### src/rtl/uart_host_sequencer.sv
// Host-side sequencer for a simple UART core: turns host write/read/clear requests into
// single-cycle ren/wen strobes on control[3:2], with settle and idle-gap cycles in between.
module uart_host_sequencer #(
   parameter int unsigned GapCycles = 1
) (
   input  logic       clk,
   input  logic       nReset,
   input  logic       tx_valid,
   input  logic [7:0] tx_byte,
   output logic       tx_ready,
   input  logic       rx_req,
   output logic       rx_valid,
   output logic [7:0] rx_byte,
   input  logic       rx_ready,
   input  logic       clear_req,
   input  logic [1:0] rate_sel,
   output logic [3:0] control,
   output logic [7:0] tx_data,
   input  logic [7:0] rx_data,
   output logic       busy
);

   typedef enum logic [2:0] {
      StIdle, StWrStb, StWrHold, StRdStb, StRdCap, StClrStb, StRel, StGap
   } stateE;

   localparam bit       NoGap   = (GapCycles == 0);
   localparam logic [3:0] GapLoad = 4'(GapCycles - 1);

   stateE       stateQ, stateD;
   logic [3:0]  gapCntQ, gapCntD;
   logic [7:0]  txDataQ, rxByteQ;
   logic        rxValidQ, rxValidD;
   logic [1:0]  rateQ;
   logic        startedQ;
   logic [1:0]  strobe;
   logic        idleArb, canRead, winClr, winRd, winWr;

   // No arbitration in the first cycle after reset release, so the first strobe
   // can only follow the second clock edge.
   assign idleArb = (stateQ == StIdle) && startedQ;
   assign canRead = !rxValidQ || rx_ready;
   assign winClr  = idleArb && clear_req;
   assign winRd   = idleArb && !clear_req && rx_req && canRead;
   assign winWr   = idleArb && !clear_req && !(rx_req && canRead) && tx_valid;

   always_ff @(posedge clk or negedge nReset) begin
      if (!nReset) begin
         stateQ  <= StIdle;
         gapCntQ <= '0;
      end else begin
         stateQ  <= stateD;
         gapCntQ <= gapCntD;
      end
   end

   always_comb begin
      stateD  = stateQ;
      gapCntD = gapCntQ;
      unique case (stateQ)
         StIdle: begin
            if (winClr)     stateD = StClrStb;
            else if (winRd) stateD = StRdStb;
            else if (winWr) stateD = StWrStb;
         end
         StWrStb:  stateD = StWrHold;
         StRdStb:  stateD = StRdCap;
         StClrStb: stateD = StRel;
         StWrHold, StRdCap, StRel: begin
            if (NoGap) begin
               stateD = StIdle;
            end else begin
               stateD  = StGap;
               gapCntD = GapLoad;
            end
         end
         StGap: begin
            if (gapCntQ == 4'd0) stateD = StIdle;
            else                 gapCntD = gapCntQ - 4'd1;
         end
         default: stateD = StIdle;
      endcase
   end

   always_comb begin
      strobe = 2'b00;
      unique case (stateQ)
         StWrStb:  strobe = 2'b01;
         StRdStb:  strobe = 2'b10;
         StClrStb: strobe = 2'b11;
         default:  strobe = 2'b00;
      endcase
      tx_ready = winWr;
      busy     = (stateQ != StIdle);
   end

   // A capture in the same cycle as a consume keeps rx_valid high with the new byte.
   always_comb begin
      rxValidD = rxValidQ;
      if (stateQ == StRdCap)        rxValidD = 1'b1;
      else if (rxValidQ && rx_ready) rxValidD = 1'b0;
   end

   always_ff @(posedge clk or negedge nReset) begin
      if (!nReset) begin
         txDataQ  <= '0;
         rxByteQ  <= '0;
         rxValidQ <= 1'b0;
         rateQ    <= '0;
         startedQ <= 1'b0;
      end else begin
         rateQ    <= rate_sel;
         startedQ <= 1'b1;
         rxValidQ <= rxValidD;
         if (winWr)              txDataQ <= tx_byte;
         if (stateQ == StRdCap)  rxByteQ <= rx_data;
      end
   end

   assign control  = {strobe, rateQ};
   assign tx_data  = txDataQ;
   assign rx_byte  = rxByteQ;
   assign rx_valid = rxValidQ;

endmodule

### config.mk
export PLATFORM = sky130hd
export DESIGN_NAME = uart_host_sequencer
export DESIGN_NICKNAME = d
export VERILOG_FILES = /design/src/rtl/uart_host_sequencer.sv
export SDC_FILE = /design/constraint.sdc
export NUM_CORES = 1
export LEC_CHECK = 0
export ABC_AREA = 1
export CAP_MARGIN = 10
export CORE_MARGIN = 5
export CORE_UTILIZATION = 45
export CTS_CLUSTER_DIAMETER = 80
export CTS_CLUSTER_SIZE = 40
export DETAILED_ROUTE_END_ITERATION = 8
export PLACE_DENSITY = 0.92
export SLEW_MARGIN = 40
export SYNTH_ARGS = -nofsm -noshare
export SYNTH_HDL_FRONTEND = slang
export SYNTH_SLANG_ARGS = --single-unit
### constraint.sdc
create_clock -name clk -period 2.54 [get_ports clk]
set_input_delay 0.762 -clock clk [delete_from_list [all_inputs] [get_ports clk]]
set_output_delay 0.762 -clock clk [all_outputs]
set_load 0.1 [all_outputs]
== Word-level counts from Yosys, hierarchy flattened ==
Index checks and enable logic that the tools add are counted.
Storage, ports and cells
  flip-flop bits (word level): 27
  input port bits: 24
  output and inout bits: 23
  logic and storage cells: 49
Cells by class
  add/subtract/negate cells: 1
  equality and inequality tests: 10
  mux-type cells: 10
  reduce and logical (&&, ||, !) cells: 21
Operators with widths (number)
  $pmux W3 S6: 1
  $eq A3 B3 Y1 const B: 4
  $mux W3: 4
  $logic_and A1 B1 Y1: 9
  $pmux W4 S2: 1
  $eq A3 B2 Y1 const B: 2
  $pmux W2 S3: 1
  $logic_not A4 Y1: 1
  $mux W4: 1
  $ne A2 B2 Y1 const B: 2
  $ne A4 B4 Y1 const B: 1
  $reduce_and A2 Y1: 2
  $reduce_bool A2 Y1: 2
  $sub A4 B1 Y4 const B: 1
  $eq A3 B1 Y1 const B: 1
  $logic_not A1 Y1: 3
  $logic_not A3 Y1: 1
  $reduce_bool A3 Y1: 1
  $reduce_or A3 Y1: 1
  $mux W1: 2
  $logic_or A1 B1 Y1: 1

== Longest topological paths before layout ==
  depth after elaboration: 10
  gate-level depth with buffers: 7
  mapped depth without buffers: 7

== Worst setup path after synthesis ==
OpenSTA, ideal clock, no wires.
  kind: flip-flop to output port
  start: reg stateQ[2]
  end: out control[3]
  data arrival time: 2.769 ns
  required time: 1.778 ns
  path slack: -0.991 ns
  stages on the path, launching flop included: 3
  path buffers: 0
  cell sequence: dfrtp_1 -> nand2_1 -> nor3b_1
Between the ends
  longest elaborated chain between the ends: 2
RTL lines
  from (decl): RTL line 30  | stateE stateQ, stateD;
  from (signal assigned): RTL line 49  | stateQ <= StIdle;
  from (signal assigned): RTL line 52  | stateQ <= stateD;
  $eq A3 B3 Y1, or another cell as far along: RTL line 87  | unique case (stateQ)
  $pmux W2 S3 (*): RTL line 87
  to (decl): RTL line 17  | output logic [3:0] control,
Mark *: on every way between the ends. The rest lies on a longest branch, timed or not.

== Worst setup path after layout ==
  start: in tx_valid
  end: out tx_ready
Between the ends
  longest elaborated chain between the ends: 1
RTL lines
  from (decl): RTL line 8  | input logic tx_valid,
  $logic_and A1 B1 Y1: RTL line 45  | assign winWr = idleArb && !clear_req && !(rx_req && canRead) && tx_valid;
  to (decl): RTL line 10  | output logic tx_ready,
No other way between the ends.

==> metrics.cfg <==
[clock_tree]
clk_latency_ns=0.32
cts_num_sinks=27
cts_max_path_buffers=2
cts.root.buffer_cell=clkbuf_4
numCtsBuffers=3
clk_pin_slew_ns=0.13
tritoncts=done
cts-htree-levels=1
cts_hold_repair.buffers=0

[synthesis]
flip_flop_and_latch_count_after_synthesis=27
top_cells_by_area_synth=dfrtp_1, nand2_1, mux2_2, nor2_4, inv_1
synthesis.nets=133
mean_instance_size_in_the_synthesized_netlist_sq_um=10.55
synth_sequential_area_ratio_pct=59.28
post-synth-top-area-cell=dfrtp_1
synthesis.area_sq_um=1140
synthesis.instances=108
yosysWarnings=0
ys_types=22
top_cell_type_s_share_of_synthesized_area_pct=59.28

[placement]
detailedPlace.worstSlack_ns=-0.2125
placed_area_sq_um=1660
number_of_input_and_output_port_buffers_inserted=46
dp_hpwl_microns=2193
place.gp.congestion=0.7255

[status]
run_status=completed

[critical_path]
setup.worst_path.start_class=input port
critical_path_class=in2out
timing.critical_path.cells=clkdlybuf4s50_1 -> inv_1 -> nor2_2 -> nand2_4 -> clkinv_4 -> buf_12
worst_path_max_delay_cell=clkdlybuf4s50_1
category_of_the_worst_setup_path_capture_point=output port
worst-path-max-fanout=2
cp_slowest_stage_delay_ns=0.48
critical_path_arrival_ns=1.73
required_time_at_the_worst_slack_endpoint_ns=1.78

[final_layout]
layout.filler_cells=176
design_area_sq_um=1718
n_antenna_cell=0
post_route_cells_drive_above_1_share_pct=34.36
num-nets-final=189
area_delta_synth_final_pct=50.71
area_of_the_multi_input_gates_sq_um=446.7
sequential_cell_area_sq_um=675.6
layout.core_utilization_pct=69.98

[global_routing]
initial_antenna_violation_count=0
largest_net_degree_at_the_start_of_global_routing=28
globalRoute.totalOverflow=0
grt_pass1_wl_microns=4671
grt.total_usage_pct=17.52
first_global_vias=1041

[floorplan]
die_y_microns=60.33
design.core.area_sq_um=2455
ports=47
die-area_sq_um=3640
die_x_microns=60.33
rows=18
initial_core_util_pct=46.43

[route]
wl_per_cell_microns=14.51
drt_pass1_iterations=4
finalWirelength_microns=2800
initialDrtViolationCount=15
drt_drc_violations_left=0
drt.antenna.violating_nets=0
routed_via_density=4.933
vias=952

[sta]
final_period_minus_worst_setup_slack_ns=2.495
total_setup_violations_reported_at_the_end_of_the_flow=0
timing.clock.skew_ns=0.01935
hold_viol_final=0
timing.final.crit_share_pct=98.23
max_freq_mhz=400.8
maxSlewViolCount=0
final_critical_path_setup_slack_ns=0.04495
grt_setup_unrepaired=no
hold_ws_ns=0.5048

[run]
timing.max_cap.violations=0

[hold_path]
worstHoldPathType=reg2reg

-- placed cells by master (no fill, tap or decap), types with 2 or more instances in the layout --
cell,n
nor2_4,3
buf_4,24
buf_12,4
dfrtp_1,27
nor3_2,2
nand2_2,2
clkdlybuf4s50_1,21
inv_1,7
a21oi_1,2
nor2_2,2
nor2_1,5
nand2_1,32
mux2_2,8
nand3_1,5
clkbuf_4,3
o22ai_1,2
-- worst max-delay path: cells and delay by family --
family / cells / cell delay (ns)
simple gates: 2 / 0.22
buf+inv: 4 / 0.74
-- cells by family (layout without fill, tap and decap cells) --
kind of cell	Yosys count	in the layout	share of synthesized area [%]
adder cells (fa/ha/maj)	1	1	1.098
flip-flops	27	27	59.28
other	1	1	0.3290
multiplexers	8	8	7.904
buffers and inverters	9	64	3.403
AO/OA/AOI/OAI	8	8	4.610
AND/OR/NAND/NOR	54	54	23.38
-- area by class of cell --
cell class	instances	area share, %
tap	30	2.185
inverter	9	2.258
clock buffer	3	1.311
timing repair buffer	51	28.62
multi-input combinational	72	26.00
sequential	27	39.33
clock inverter	1	0.2913
-- flip-flops by register name, summed over array words and instances, names as in the netlist --
name,flops
rateQ,2
rx_byte,8
startedQ,1
tx_data,8
rx_valid,1
stateQ,3
gapCntQ,4
-- what timing repair did --
item	in CTS	in global routing
pin swaps	1	0
gates resized for setup	4	2
setup buffers	1	1
setup endpoints to repair	1	1
endpoints found under the hold margin	0	0
-- final timing paths --
| path | cells after the start | slack [ns] | from | end |
|---|---|---|---|---|
| worst min-delay path | 2 | 0.50 | tx_data[6]$_DFFE_PN0P_ | tx_data[6]$_DFFE_PN0P_ |
| worst max register to register | 8 | 1.08 | stateQ[1]$_DFFE_PN0P_ | stateQ[0]$_DFFE_PN0P_ |
| max in group asynchronous | 2 | 1.47 | nReset | stateQ[0]$_DFFE_PN0P_ |
| worst max-delay path | 6 | 0.04 | tx_valid | tx_ready |
| worst min register to register | 2 | 0.50 | tx_data[6]$_DFFE_PN0P_ | tx_data[6]$_DFFE_PN0P_ |
| min in group asynchronous | 2 | 0.80 | nReset | rx_byte[4]$_DFFE_PN0P_ |
-- synthesized netlist by cell type --
master / n
nor3b_1: 1
nor2_1: 7
nor2_4: 3
mux2_2: 8
o22ai_1: 2
nand3_1: 5
inv_1: 7
o221ai_1: 1
nand2_1: 32
nand3_2: 1
nand2_2: 2
clkinv_4: 1
ha_1: 1
a21oi_1: 2
dfrtp_1: 27
o21ai_2: 1
nand2_4: 1
inv_2: 1
a21boi_0: 1
o21ai_0: 1
nor3_2: 2
conb_1: 1
-- layer usage --
metal | vias to the layer above | global-route usage (%) | part of all wire, %
met4 | 0 | 8.861 | 2.9
met3 | 8 | 5.745 | 7.7
met2 | 37 | 30.40 | 54
met1 | 449 | 19.07 | 36
met5 | - | 0 | 0
li1 | 458 | - | -
-- through the flow --
stage               setup TNS, ns  instances
floorplan                       0        108
global placement          -0.1587        187
detailed placement        -0.2125        187
CTS                             0        192
global route                    0        193
finish                          0        193
Power is left out: the tool's default activity adds up to more than one toggle a clock period on the data nets, which glitch-free logic cannot reach.
